File: config.mk
export PLATFORM = sky130hd
export DESIGN_NAME = processador_multiciclo_flat
export DESIGN_NICKNAME = d
export VERILOG_FILES = /design/src/rtl/processador_multiciclo_pkg.sv /design/src/rtl/processador_multiciclo_if.sv /design/src/rtl/processador_multiciclo_banco_regs.sv /design/src/rtl/processador_multiciclo.sv /design/src/flat_wrapper.sv
export SDC_FILE = /design/constraint.sdc
export NUM_CORES = 2
export LEC_CHECK = 0
export ABC_CLOCK_PERIOD_IN_PS = 12280
export CAP_MARGIN = 30
export CORE_MARGIN = 2
export CORE_UTILIZATION = 35
export DETAILED_ROUTE_END_ITERATION = 12
export MAX_ROUTING_LAYER = met4
export PLACE_DENSITY = 0.54
export SETUP_SLACK_MARGIN = 0.3
export SLEW_MARGIN = 20
export SYNTH_ARGS = -nofsm -noshare
export SYNTH_HDL_FRONTEND = slang
export SYNTH_SLANG_ARGS = --single-unit
File: constraint.sdc
create_clock -name clk -period 12.28 [get_ports clk]
set_clock_uncertainty 0.05 [all_clocks]
set_input_delay 1.842 -clock clk [delete_from_list [all_inputs] [get_ports clk]]
set_output_delay 1.842 -clock clk [all_outputs]
set_load 0.01 [all_outputs]
File: src/rtl/processador_multiciclo_pkg.sv
// proc_pkg: opcodes, functs, FSM states and ALU control codes shared by the multicycle core
// Exports: OP_* opcodes, F_* R-type functs, ALU_* 4-bit controls, state_t, alu_ctl()
package proc_pkg;
  localparam logic [5:0] OP_RTYPE = 6'h00, OP_J = 6'h02, OP_BEQ = 6'h04, OP_ADDI = 6'h08,
                         OP_LW = 6'h23, OP_SW = 6'h2B;
  localparam logic [5:0] F_ADD = 6'h20, F_SUB = 6'h22, F_AND = 6'h24, F_OR = 6'h25, F_SLT = 6'h2A;
  localparam logic [3:0] ALU_AND = 4'b0000, ALU_OR = 4'b0001, ALU_ADD = 4'b0010,
                         ALU_SUB = 4'b0110, ALU_SLT = 4'b0111;
  typedef enum logic [2:0] {RST, FETCH, DECODE, EXEC, MEM, WB, HALT} state_t;
  function automatic logic [3:0] alu_ctl(input logic [5:0] op, input logic [5:0] funct);
    return op != OP_RTYPE ? ALU_ADD :
           funct == F_SUB ? ALU_SUB :
           funct == F_AND ? ALU_AND :
           funct == F_OR  ? ALU_OR  :
           funct == F_SLT ? ALU_SLT : ALU_ADD;
  endfunction
endpackage

File: src/rtl/processador_multiciclo_if.sv
// processador_multiciclo_if: shared instruction/data memory port with req/ready handshake
// master (core): drives mem_req, mem_we, mem_addr, mem_wdata; samples mem_rdata, mem_ready
// slave (memory): the mirror image
interface processador_multiciclo_if #(parameter int DATA_W = 32, parameter int ADDR_W = 32);
  logic mem_req, mem_we, mem_ready;
  logic [ADDR_W-1:0] mem_addr;
  logic [DATA_W-1:0] mem_wdata, mem_rdata;
  modport master(output mem_req, mem_we, mem_addr, mem_wdata, input mem_rdata, mem_ready);
  modport slave(input mem_req, mem_we, mem_addr, mem_wdata, output mem_rdata, mem_ready);
endinterface

File: src/rtl/processador_multiciclo_banco_regs.sv
// banco_regs: NREG x DATA_W register file, two async read ports, one sync write port, r0 hardwired 0
// Ports: clk, we, ra1/ra2/wa (5-bit, high bits ignored when NREG < 32), wd, rd1/rd2
module banco_regs #(parameter int DATA_W = 32, parameter int NREG = 32) (
  input  logic              clk,
  input  logic              we,
  input  logic [4:0]        ra1,
  input  logic [4:0]        ra2,
  input  logic [4:0]        wa,
  input  logic [DATA_W-1:0] wd,
  output logic [DATA_W-1:0] rd1,
  output logic [DATA_W-1:0] rd2
);
  localparam int IW = $clog2(NREG);
  logic [DATA_W-1:0] regs [NREG];
  logic [IW-1:0] i1, i2, iw;
  assign i1 = ra1[IW-1:0];
  assign i2 = ra2[IW-1:0];
  assign iw = wa[IW-1:0];
  assign rd1 = i1 == '0 ? '0 : regs[i1];
  assign rd2 = i2 == '0 ? '0 : regs[i2];
  always_ff @(posedge clk)
    if (we && iw != '0) regs[iw] <= wd;
endmodule

File: src/rtl/processador_multiciclo.sv
// processador_multiciclo: multicycle MIPS-subset core on a single shared req/ready memory port
// Ports: clk, reset (async, active-high), mem (processador_multiciclo_if.master), pc_o (debug PC),
//        halted (sticky illegal-instruction flag)
// Build option: define PROC_JUMP_EN to decode opcode 0x02 as j; otherwise it halts as illegal.
module processador_multiciclo
  import proc_pkg::*;
#(
  parameter int              DATA_W   = 32,
  parameter int              ADDR_W   = 32,
  parameter logic [ADDR_W-1:0] RESET_PC = '0,
  parameter int              NREG     = 32
) (
  input  logic                      clk,
  input  logic                      reset,
  processador_multiciclo_if.master  mem,
  output logic [ADDR_W-1:0]         pc_o,
  output logic                      halted
);
  state_t state;
  logic [ADDR_W-1:0] pc;
  logic [31:0] ir;
  logic [DATA_W-1:0] a, b, aluout, mdr, simm_r, simm, rd1, rd2, alu_b, alu_y;
  logic [5:0] op, funct;
  logic [3:0] ctl;
  logic rtype_ok, legal;
  assign op = ir[31:26];
  assign funct = ir[5:0];
  assign simm = {{(DATA_W-16){ir[15]}}, ir[15:0]};
  assign ctl = alu_ctl(op, funct);
  assign rtype_ok = funct inside {F_ADD, F_SUB, F_AND, F_OR, F_SLT};
`ifdef PROC_JUMP_EN
  logic [ADDR_W-1:0] jt;
  // keep the top PC nibble, splice in the 26-bit word index
  assign jt = (pc & ~ADDR_W'(32'h0FFF_FFFF)) | ADDR_W'({ir[25:0], 2'b00});
  assign legal = op == OP_RTYPE ? rtype_ok : op inside {OP_LW, OP_SW, OP_BEQ, OP_ADDI, OP_J};
`else
  assign legal = op == OP_RTYPE ? rtype_ok : op inside {OP_LW, OP_SW, OP_BEQ, OP_ADDI};
`endif
  assign alu_b = op == OP_RTYPE ? b : simm_r;
  always_comb
    alu_y = ctl == ALU_AND ? a & alu_b :
            ctl == ALU_OR  ? a | alu_b :
            ctl == ALU_SUB ? a - alu_b :
            ctl == ALU_SLT ? {{(DATA_W-1){1'b0}}, $signed(a) < $signed(alu_b)} : a + alu_b;
  banco_regs #(.DATA_W(DATA_W), .NREG(NREG)) u_regs (
    .clk(clk),
    .we(state == WB),
    .ra1(ir[25:21]),
    .ra2(ir[20:16]),
    .wa(op == OP_RTYPE ? ir[15:11] : ir[20:16]),
    .wd(op == OP_LW ? mdr : aluout),
    .rd1(rd1),
    .rd2(rd2)
  );
  always_ff @(posedge clk or posedge reset)
    if (reset) begin
      state  <= RST;
      pc     <= RESET_PC;
      ir     <= '0;
      a      <= '0;
      b      <= '0;
      aluout <= '0;
      mdr    <= '0;
      simm_r <= '0;
    end else
      case (state)
        RST: state <= FETCH;
        FETCH: if (mem.mem_ready) begin
          ir    <= mem.mem_rdata[31:0];
          pc    <= pc + ADDR_W'(4);
          state <= DECODE;
        end
        DECODE: begin
          a      <= rd1;
          b      <= rd2;
          simm_r <= simm;
          // pc already points past this instruction, so this is the beq target
          aluout <= DATA_W'(pc) + (simm << 2);
          state  <= legal ? EXEC : HALT;
        end
        EXEC:
          if (op == OP_BEQ) begin
            if (a == b) pc <= ADDR_W'(aluout);
            state <= FETCH;
          end
`ifdef PROC_JUMP_EN
          else if (op == OP_J) begin
            pc    <= jt;
            state <= FETCH;
          end
`endif
          else begin
            aluout <= alu_y;
            state  <= op == OP_LW || op == OP_SW ? MEM : WB;
          end
        MEM: if (mem.mem_ready) begin
          mdr   <= mem.mem_rdata;
          state <= op == OP_SW ? FETCH : WB;
        end
        WB: state <= FETCH;
        default: ;
      endcase
  // memory outputs decode from state only, so reset drops mem_req at once and mem_ready never reaches them
  assign mem.mem_req   = state == FETCH || state == MEM;
  assign mem.mem_we    = state == MEM && op == OP_SW;
  assign mem.mem_addr  = state == MEM ? ADDR_W'(aluout) : state == FETCH ? pc : '0;
  assign mem.mem_wdata = mem.mem_we ? b : '0;
  assign pc_o   = pc;
  assign halted = state == HALT;
endmodule

File: src/flat_wrapper.sv
// flat-port wrapper written by rule: the top's interface ports become plain ports
module processador_multiciclo_flat import proc_pkg::*;
#(
  parameter int              DATA_W   = 32,
  parameter int              ADDR_W   = 32,
  parameter logic [ADDR_W-1:0] RESET_PC = '0,
  parameter int              NREG     = 32
)
  (clk, reset, pc_o, halted, mem_mem_req, mem_mem_we, mem_mem_addr, mem_mem_wdata, mem_mem_rdata, mem_mem_ready);
  processador_multiciclo_if #(.DATA_W(DATA_W), .ADDR_W(ADDR_W)) mem_i ();
  input  logic clk;
  input  logic reset;
  output logic [ADDR_W-1:0] pc_o;
  output logic halted;
  output wire logic [$bits(mem_i.mem_req)-1:0] mem_mem_req;
  output wire logic [$bits(mem_i.mem_we)-1:0] mem_mem_we;
  output wire logic [$bits(mem_i.mem_addr)-1:0] mem_mem_addr;
  output wire logic [$bits(mem_i.mem_wdata)-1:0] mem_mem_wdata;
  input wire logic [$bits(mem_i.mem_rdata)-1:0] mem_mem_rdata;
  input wire logic [$bits(mem_i.mem_ready)-1:0] mem_mem_ready;
  assign mem_mem_req = mem_i.mem_req;
  assign mem_mem_we = mem_i.mem_we;
  assign mem_mem_addr = mem_i.mem_addr;
  assign mem_mem_wdata = mem_i.mem_wdata;
  assign mem_i.mem_rdata = mem_mem_rdata;
  assign mem_i.mem_ready = mem_mem_ready;
  processador_multiciclo #(.DATA_W(DATA_W), .ADDR_W(ADDR_W), .RESET_PC(RESET_PC), .NREG(NREG)) u_core (.clk(clk), .reset(reset), .mem(mem_i), .pc_o(pc_o), .halted(halted));
endmodule
== Word level (Yosys, flattened, before mapping) ==
Memory sizes are Yosys's and may differ from the RTL's.
Index checks and enable logic that the tools add are counted.
Storage, ports and cells
  register bits after elaboration: 211
  memory bits (writable): 1024
  input port bits: 35
  output and inout bits: 99
  word-level logic and storage cells: 95
  memories: 1
Cells by class
  add/sub/neg operators: 4
  $lt $le $gt $ge: 1
  equal/unequal tests: 24
  muxes and demuxes: 33
  bitwise logic cells: 2
  reductions and logical operators: 22
Memory list
  u_core.u_regs.regs: depth 32, bits a word 32, rd ports 2, clocked after Yosys merged registers in 0, wr ports 1, RTL line processador_multiciclo_banco_regs.sv:14  | logic [DATA_W-1:0] regs [NREG];
Operators by type and width (count)
  2-to-1 mux 32 bit: 15
  one-hot mux 32 bit (2 select lines): 2
  adder 32 bit: 2
  equality test 6 bit (second input constant): 7
  adder 32 x 3 -> 32 bit (second input constant): 1
  bitwise AND 32 bit: 1
  equality test 32 bit: 1
  less-than comparator 32 bit: 1
  bitwise OR 32 bit: 1
  subtractor 32 bit: 1
  2-to-1 mux 3 bit: 6
  2-to-1 mux 4 bit: 4
  one-hot mux 3 bit (5 select lines): 1
  nonzero test 5 bit: 3
  zero test 5 bit: 2
  equality test 3 bit (second input constant): 3
  equality test 4 x 3 -> 1 bit (second input constant): 2
  equality test 3 x 2 -> 1 bit (second input constant): 2
  equality test 6 x 3 -> 1 bit (second input constant): 1
  equality test 6 x 4 -> 1 bit (second input constant): 1
  zero test 6 bit: 1
  != test 2 bit (second input constant): 3
  AND reduction 2 bit: 3
  nonzero test 6 bit: 1
  14 further kinds: 21

== Logic depth before layout (Yosys ltp) ==
  depth in word-level cells: 13
  depth in mapped cells: 20
  gate-level depth less buffers: 16

== Cells and area by module ==
From an unflattened synthesis, not the netlist that was laid out.
Second synthesis, totals
  cells, all modules: 4582
  area, all modules: 64881.0 um^2
Modules (own cells, without submodules)
  banco_regs: instances 1, cells an instance 2564, area an instance 47904.7 um^2, sequential area each 30749.5 um^2
  processador_multiciclo: instances 1, cells an instance 2018, area an instance 16976.3 um^2, sequential area each 5280.1 um^2

== Worst setup path before layout ==
OpenSTA, ideal clock, no wires.
  path kind: register to register
  from: register u_core.ir[26]
  to: memory u_core.u_regs.regs[11][0] (enable)
  library setup time: 0.461 ns
  data arrival time: 4.284 ns
  data required time: 11.769 ns
  slack: 7.485 ns
  stages on the path, launching flop included: 7
  buffers on the path: 2
  clock period less this slack: 4.795 ns
  cells stage by stage: dfrtp_1 or3_4 nor4_4 clkbuf_1 buf_1 a31oi_1 nor3_1
Between the ends
  longest elaborated chain between the ends: 6
Ends and longest elaborated chain
  start, declared: RTL line processador_multiciclo.sv:21  | logic [31:0] ir;
  start signal, assigned: RTL line processador_multiciclo.sv:69  | ir <= mem.mem_rdata[31:0];
  zero test 6 bit (*): RTL line processador_multiciclo.sv:50  | .wa(op == OP_RTYPE ? ir[15:11] : ir[20:16]),
  2-to-1 mux 5 bit (*): RTL line processador_multiciclo.sv:50
  nonzero test 5 bit: RTL line processador_multiciclo_banco_regs.sv:22  | if (we && iw != '0) regs[iw] <= wd;
  logical AND 1 bit: RTL line processador_multiciclo_banco_regs.sv:22
  2-to-1 mux 1 bit: RTL line processador_multiciclo_banco_regs.sv:22
  2-to-1 mux 1 bit (implied by the code): RTL line processador_multiciclo_banco_regs.sv:22
  end, declared: RTL line processador_multiciclo_banco_regs.sv:14
Mark *: on every way between the ends. The rest lies on a longest branch, timed or not.

== Final worst setup path ==
  from: register u_core.ir[26]
  to: register u_core.aluout[28]
Between the ends
  longest elaborated chain between the ends: 9
  elaborated cells between the ends (all ways): 21
  classes of those cells: add/sub (2); eq/ne (5); mux (8); bitwise (2); reduce/logical (4)
Ends and longest elaborated chain
  zero test 6 bit / nonzero test 6 bit (equally long branches): RTL line processador_multiciclo.sv:39, processador_multiciclo_pkg.sv:11
  2-to-1 mux 32 bit / 2-to-1 mux 4 bit (equally long branches): RTL line processador_multiciclo.sv:39, processador_multiciclo_pkg.sv:11
  adder 32 bit / equality test 4 x 3 -> 1 bit (equally long branches): RTL line processador_multiciclo.sv:44  | ctl == ALU_SLT ? {{(DATA_W-1){1'b0}}, $signed(a) < $signed(alu_b)} : a + alu_b;
  2-to-1 mux 32 bit: RTL line processador_multiciclo.sv:44
  2-to-1 mux 32 bit: RTL line processador_multiciclo.sv:43  | ctl == ALU_SUB ? a - alu_b :
  2-to-1 mux 32 bit: RTL line processador_multiciclo.sv:42  | ctl == ALU_OR ? a | alu_b :
  2-to-1 mux 32 bit: RTL line processador_multiciclo.sv:41  | alu_y = ctl == ALU_AND ? a & alu_b :
  2-to-1 mux 32 bit: RTL line processador_multiciclo.sv:82  | if (op == OP_BEQ) begin
  one-hot mux 32 bit (2 select lines): RTL line processador_multiciclo.sv:66  | case (state)
  end signal, assigned: RTL line processador_multiciclo.sv:78  | aluout <= DATA_W'(pc) + (simm << 2);
  end signal, assigned: RTL line processador_multiciclo.sv:93  | aluout <= alu_y;
  end, declared: RTL line processador_multiciclo.sv:22  | logic [DATA_W-1:0] a, b, aluout, mdr, simm_r, simm, rd1, rd2, alu_b, alu_y;
Parallel ways exist; a longest one is shown, timed or not. The select of a mux whose other input is x is not followed.
A chain may end at the register's enable or synchronous reset.

==> metrics.json <==
{
  "cts-root-buf": "sky130_fd_sc_hd__clkbuf_16",
  "drive_above_1_share": 0.218,
  "fin_nets": 4665,
  "cell_internal_pwr_mw": 11.9,
  "std_cell_rows": 156,
  "switching_share": 0.412,
  "hold_path.class": "flop to flop",
  "dpl.hpwl_um": 132000,
  "power_frac_comb": 0.475,
  "dp.cells": 6709,
  "critPathKind": "flop to flop",
  "drt_first_pass_iters": 6,
  "post-route-cell-area_um2": 72900,
  "final_common_cell": "sky130_fd_sc_hd__edfxtp_1",
  "power.static_leakage_nw": 25.2,
  "via_per_inst": 6.00,
  "grt.overflow.total": 0,
  "finalWeightedCongestion": 0.943,
  "crit_path_end_kind": "flop",
  "hold_buffers": 0,
  "routed-via-count": 41800,
  "ctsLongestPathBuffers": 3,
  "floorplan.die.height_um": 432,
  "netSwitchingPower_mw": 8.34,
  "grt_pass1_vias": 41200,
  "yosys_warnings": 0,
  "synth_async_sr_flop_share": 0.171,
  "rsz0062_at_grt": "no",
  "slew_viol_final": 0,
  "drt_drc_violations_left": 0,
  "tritoncts": "yes",
  "synth_cell_type_count": 83,
  "initial_utilization": 0.353,
  "setup_total_negative_slack_ns": 0,
  "clk_pin_slew_ns": 0.06,
  "seqPwrFrac": 0.320,
  "achievable-frequency_ghz": 0.187,
  "area_delta_synth_final_pct": 13.9,
  "period_minus_slack_ns": 5.34,
  "cts.sink_count": 1235,
  "placed_cell_area_um2": 68400,
  "drv.max_cap_violation_count": 0,
  "gr-usage-all-layers": 0.240,
  "avgSynthCellArea_um2": 14.6,
  "dieArea_um2": 186000,
  "routed_wirelength_um": 219000,
  "start_kind": "flop",
  "run_status": "finished clean",
  "min_path_cells": 2,
  "io-pin-count": 134,
  "irDropWorstVdd_mv": 0.232,
  "cts_post_setup_buffers_inserted": 0,
  "syn_inst": 4385,
  "largest_net_degree_at_the_start_of_global_routing": 116,
  "setup_viol": 0,
  "power_frac_clock": 0.205,
  "most-common-layout-cells": "1024 x sky130_fd_sc_hd__edfxtp_1, 451 x sky130_fd_sc_hd__mux4_2, 326 x sky130_fd_sc_hd__a21oi_1, 237 x sky130_fd_sc_hd__mux2i_1, 213 x sky130_fd_sc_hd__o21ai_0",
  "power.density_cell_area_nw_per_um2": 278,
  "worst_pin_slew_ns": 1.02,
  "nFillCells": 16600,
  "port_buffers": 133,
  "synth.ff_latch_count": 1235,
  "final_antenna_net_count": 0,
  "critical_path_arrival_ns": 5.96,
  "worst_ep_required_time_ns": 12.89,
  "worst_skew_pair.late_latency_ns": 0.79,
  "ys_dominant_reg_cell": "sky130_fd_sc_hd__edfxtp_1",
  "cts_resized": 0,
  "route.detailed.wl_per_inst_um": 31.4,
  "max-slew-margin-rel": 0.321,
  "coreArea_um2": 181000,
  "synth_sequential_area_ratio": 0.563,
  "hold-worst-slack_ns": 0.426,
  "global_route_wire_length_before_repair_um": 310000,
  "synth_enable_flop_cells": 1024,
  "ff2ff_path_depth": 15,
  "final-instance-count-excl-fill": 6963,
  "layout_worst_path_cycle_share": 0.435,
  "die_width_um": 432,
  "detail_route.iter0.violations": 4374,
  "htree_levels": 4,
  "mappedNetlistArea_um2": 64000,
  "hold_violations": 0,
  "cts-buffers-inserted": 137,
  "timing.critical_path.fanout_max": 55,
  "antenna_found_initial": 6
}
-- flip-flops by register name, summed over array words and instances (netlist names) --
name                count
u_core.b               32
u_core.pc_o            32
u_core.aluout          32
u_core.a               32
u_core.state            3
u_core.ir              32
u_core.u_regs.regs   1024
u_core.simm_r          16
u_core.mdr             32
-- Yosys cell counts, types with 129 or more instances --
| cell | count | area [um2] |
|---|---|---|
| sky130_fd_sc_hd__a21oi_1 | 326 | 1630 |
| sky130_fd_sc_hd__edfxtp_1 | 1024 | 30700 |
| sky130_fd_sc_hd__nand2_1 | 194 | 728 |
| sky130_fd_sc_hd__o21ai_0 | 213 | 1070 |
| sky130_fd_sc_hd__inv_1 | 129 | 484 |
| sky130_fd_sc_hd__mux2i_1 | 237 | 2370 |
| sky130_fd_sc_hd__mux4_2 | 451 | 10200 |
| sky130_fd_sc_hd__dfrtp_1 | 211 | 5280 |
| sky130_fd_sc_hd__nor2_1 | 155 | 582 |
| sky130_fd_sc_hd__mux2_2 | 171 | 1930 |
| sky130_fd_sc_hd__clkbuf_1 | 218 | 818 |
| sky130_fd_sc_hd__ha_1 | 145 | 1810 |
-- layout make-up --
class	count	area (um2)	area share
Antenna cell	2	5.00	0.0000687
Clock buffer	184	3790	0.0520
Clock inverter	64	658	0.00903
Inverter	129	492	0.00675
Multi-Input combinational cell	2744	26700	0.367
Sequential cell	1235	36100	0.495
Tap cell	2370	2970	0.0407
Timing Repair Buffer	235	2200	0.0302
-- path summary, 6_finish.rpt --
| check | startpoint | to | slack [ns] |
|---|---|---|---|
| min | u_core.simm_r[15]$_DFFE_PP0P_ | u_core.simm_r[15]$_DFFE_PP0P_ | 0.43 |
| min in group asynchronous | reset | u_core.ir[3]$_DFFE_PP0P_ | 1.52 |
| min reg2reg | u_core.simm_r[15]$_DFFE_PP0P_ | u_core.simm_r[15]$_DFFE_PP0P_ | 0.43 |
| max reg2reg | u_core.ir[26]$_DFFE_PP0P_ | u_core.aluout[28]$_DFFE_PP0P_ | 6.94 |
| max in group asynchronous | reset | u_core.ir[17]$_DFFE_PP0P_ | 8.28 |
| max | u_core.ir[26]$_DFFE_PP0P_ | u_core.aluout[28]$_DFFE_PP0P_ | 6.94 |
-- power groups by stage --
| stage | combinational (mW) | clock [mW] | sequential, mW |
|---|---|---|---|
| after floorplan | 6.76 | 0 | 5.91 |
| after global placement | 9.53 | 0 | 6.52 |
| after detailed placement | 9.55 | 0 | 6.53 |
| after CTS | 9.58 | 4.22 | 6.45 |
| after global routing | 10.3 | 4.38 | 6.51 |
| final | 9.62 | 4.15 | 6.47 |
-- metal layers --
| metal | track usage | share of wire |
|---|---|---|
| met1 | 0.321 | 0.42 |
| met2 | 0.377 | 0.48 |
| met3 | 0.0331 | 0.067 |
| met4 | 0.0809 | 0.035 |
| met5 | - | 0 |
-- worst max-delay path, cell delays in order, from the launching register on --
cell and delay, ns:
sky130_fd_sc_hd__dfrtp_1 0.40, sky130_fd_sc_hd__or3_4 0.42, sky130_fd_sc_hd__nor4_4 0.13, sky130_fd_sc_hd__buf_4 0.60
sky130_fd_sc_hd__mux2_2 0.45, sky130_fd_sc_hd__ha_1 0.25, sky130_fd_sc_hd__fa_1 0.47, sky130_fd_sc_hd__a211oi_1 0.29
sky130_fd_sc_hd__o21bai_1 0.17, sky130_fd_sc_hd__o21ai_2 0.28, sky130_fd_sc_hd__o211ai_1 0.25, sky130_fd_sc_hd__a31oi_1 0.57
sky130_fd_sc_hd__o31ai_1 0.27, sky130_fd_sc_hd__a221o_1 0.36, sky130_fd_sc_hd__a21oi_1 0.14, sky130_fd_sc_hd__o21ai_0 0.10
-- through the flow --
stage | power (mW) | util | setup slack [ns]
floorplan | 12.7 | - | 4.62
global placement | 16.0 | 0.377 | 7.05
detailed placement | 16.1 | 0.378 | 7.00
CTS | 20.3 | 0.402 | 6.98
global route | 21.2 | 0.402 | 6.67
finish | 20.2 | 0.402 | 6.94
-- cell families after synthesis --
kind of cell	Yosys count	share of synthesized area
other	1	0.0000586
AO/OA/AOI/OAI	995	0.0969
buffers and inverters	437	0.0263
multiplexers	859	0.226
AND/OR/NAND/NOR	607	0.0446
XOR/XNOR	103	0.0141
flip-flops	1235	0.563
adder cells (fa/ha/maj)	148	0.0293
Note: power is estimated with default switching activity, not from simulation.
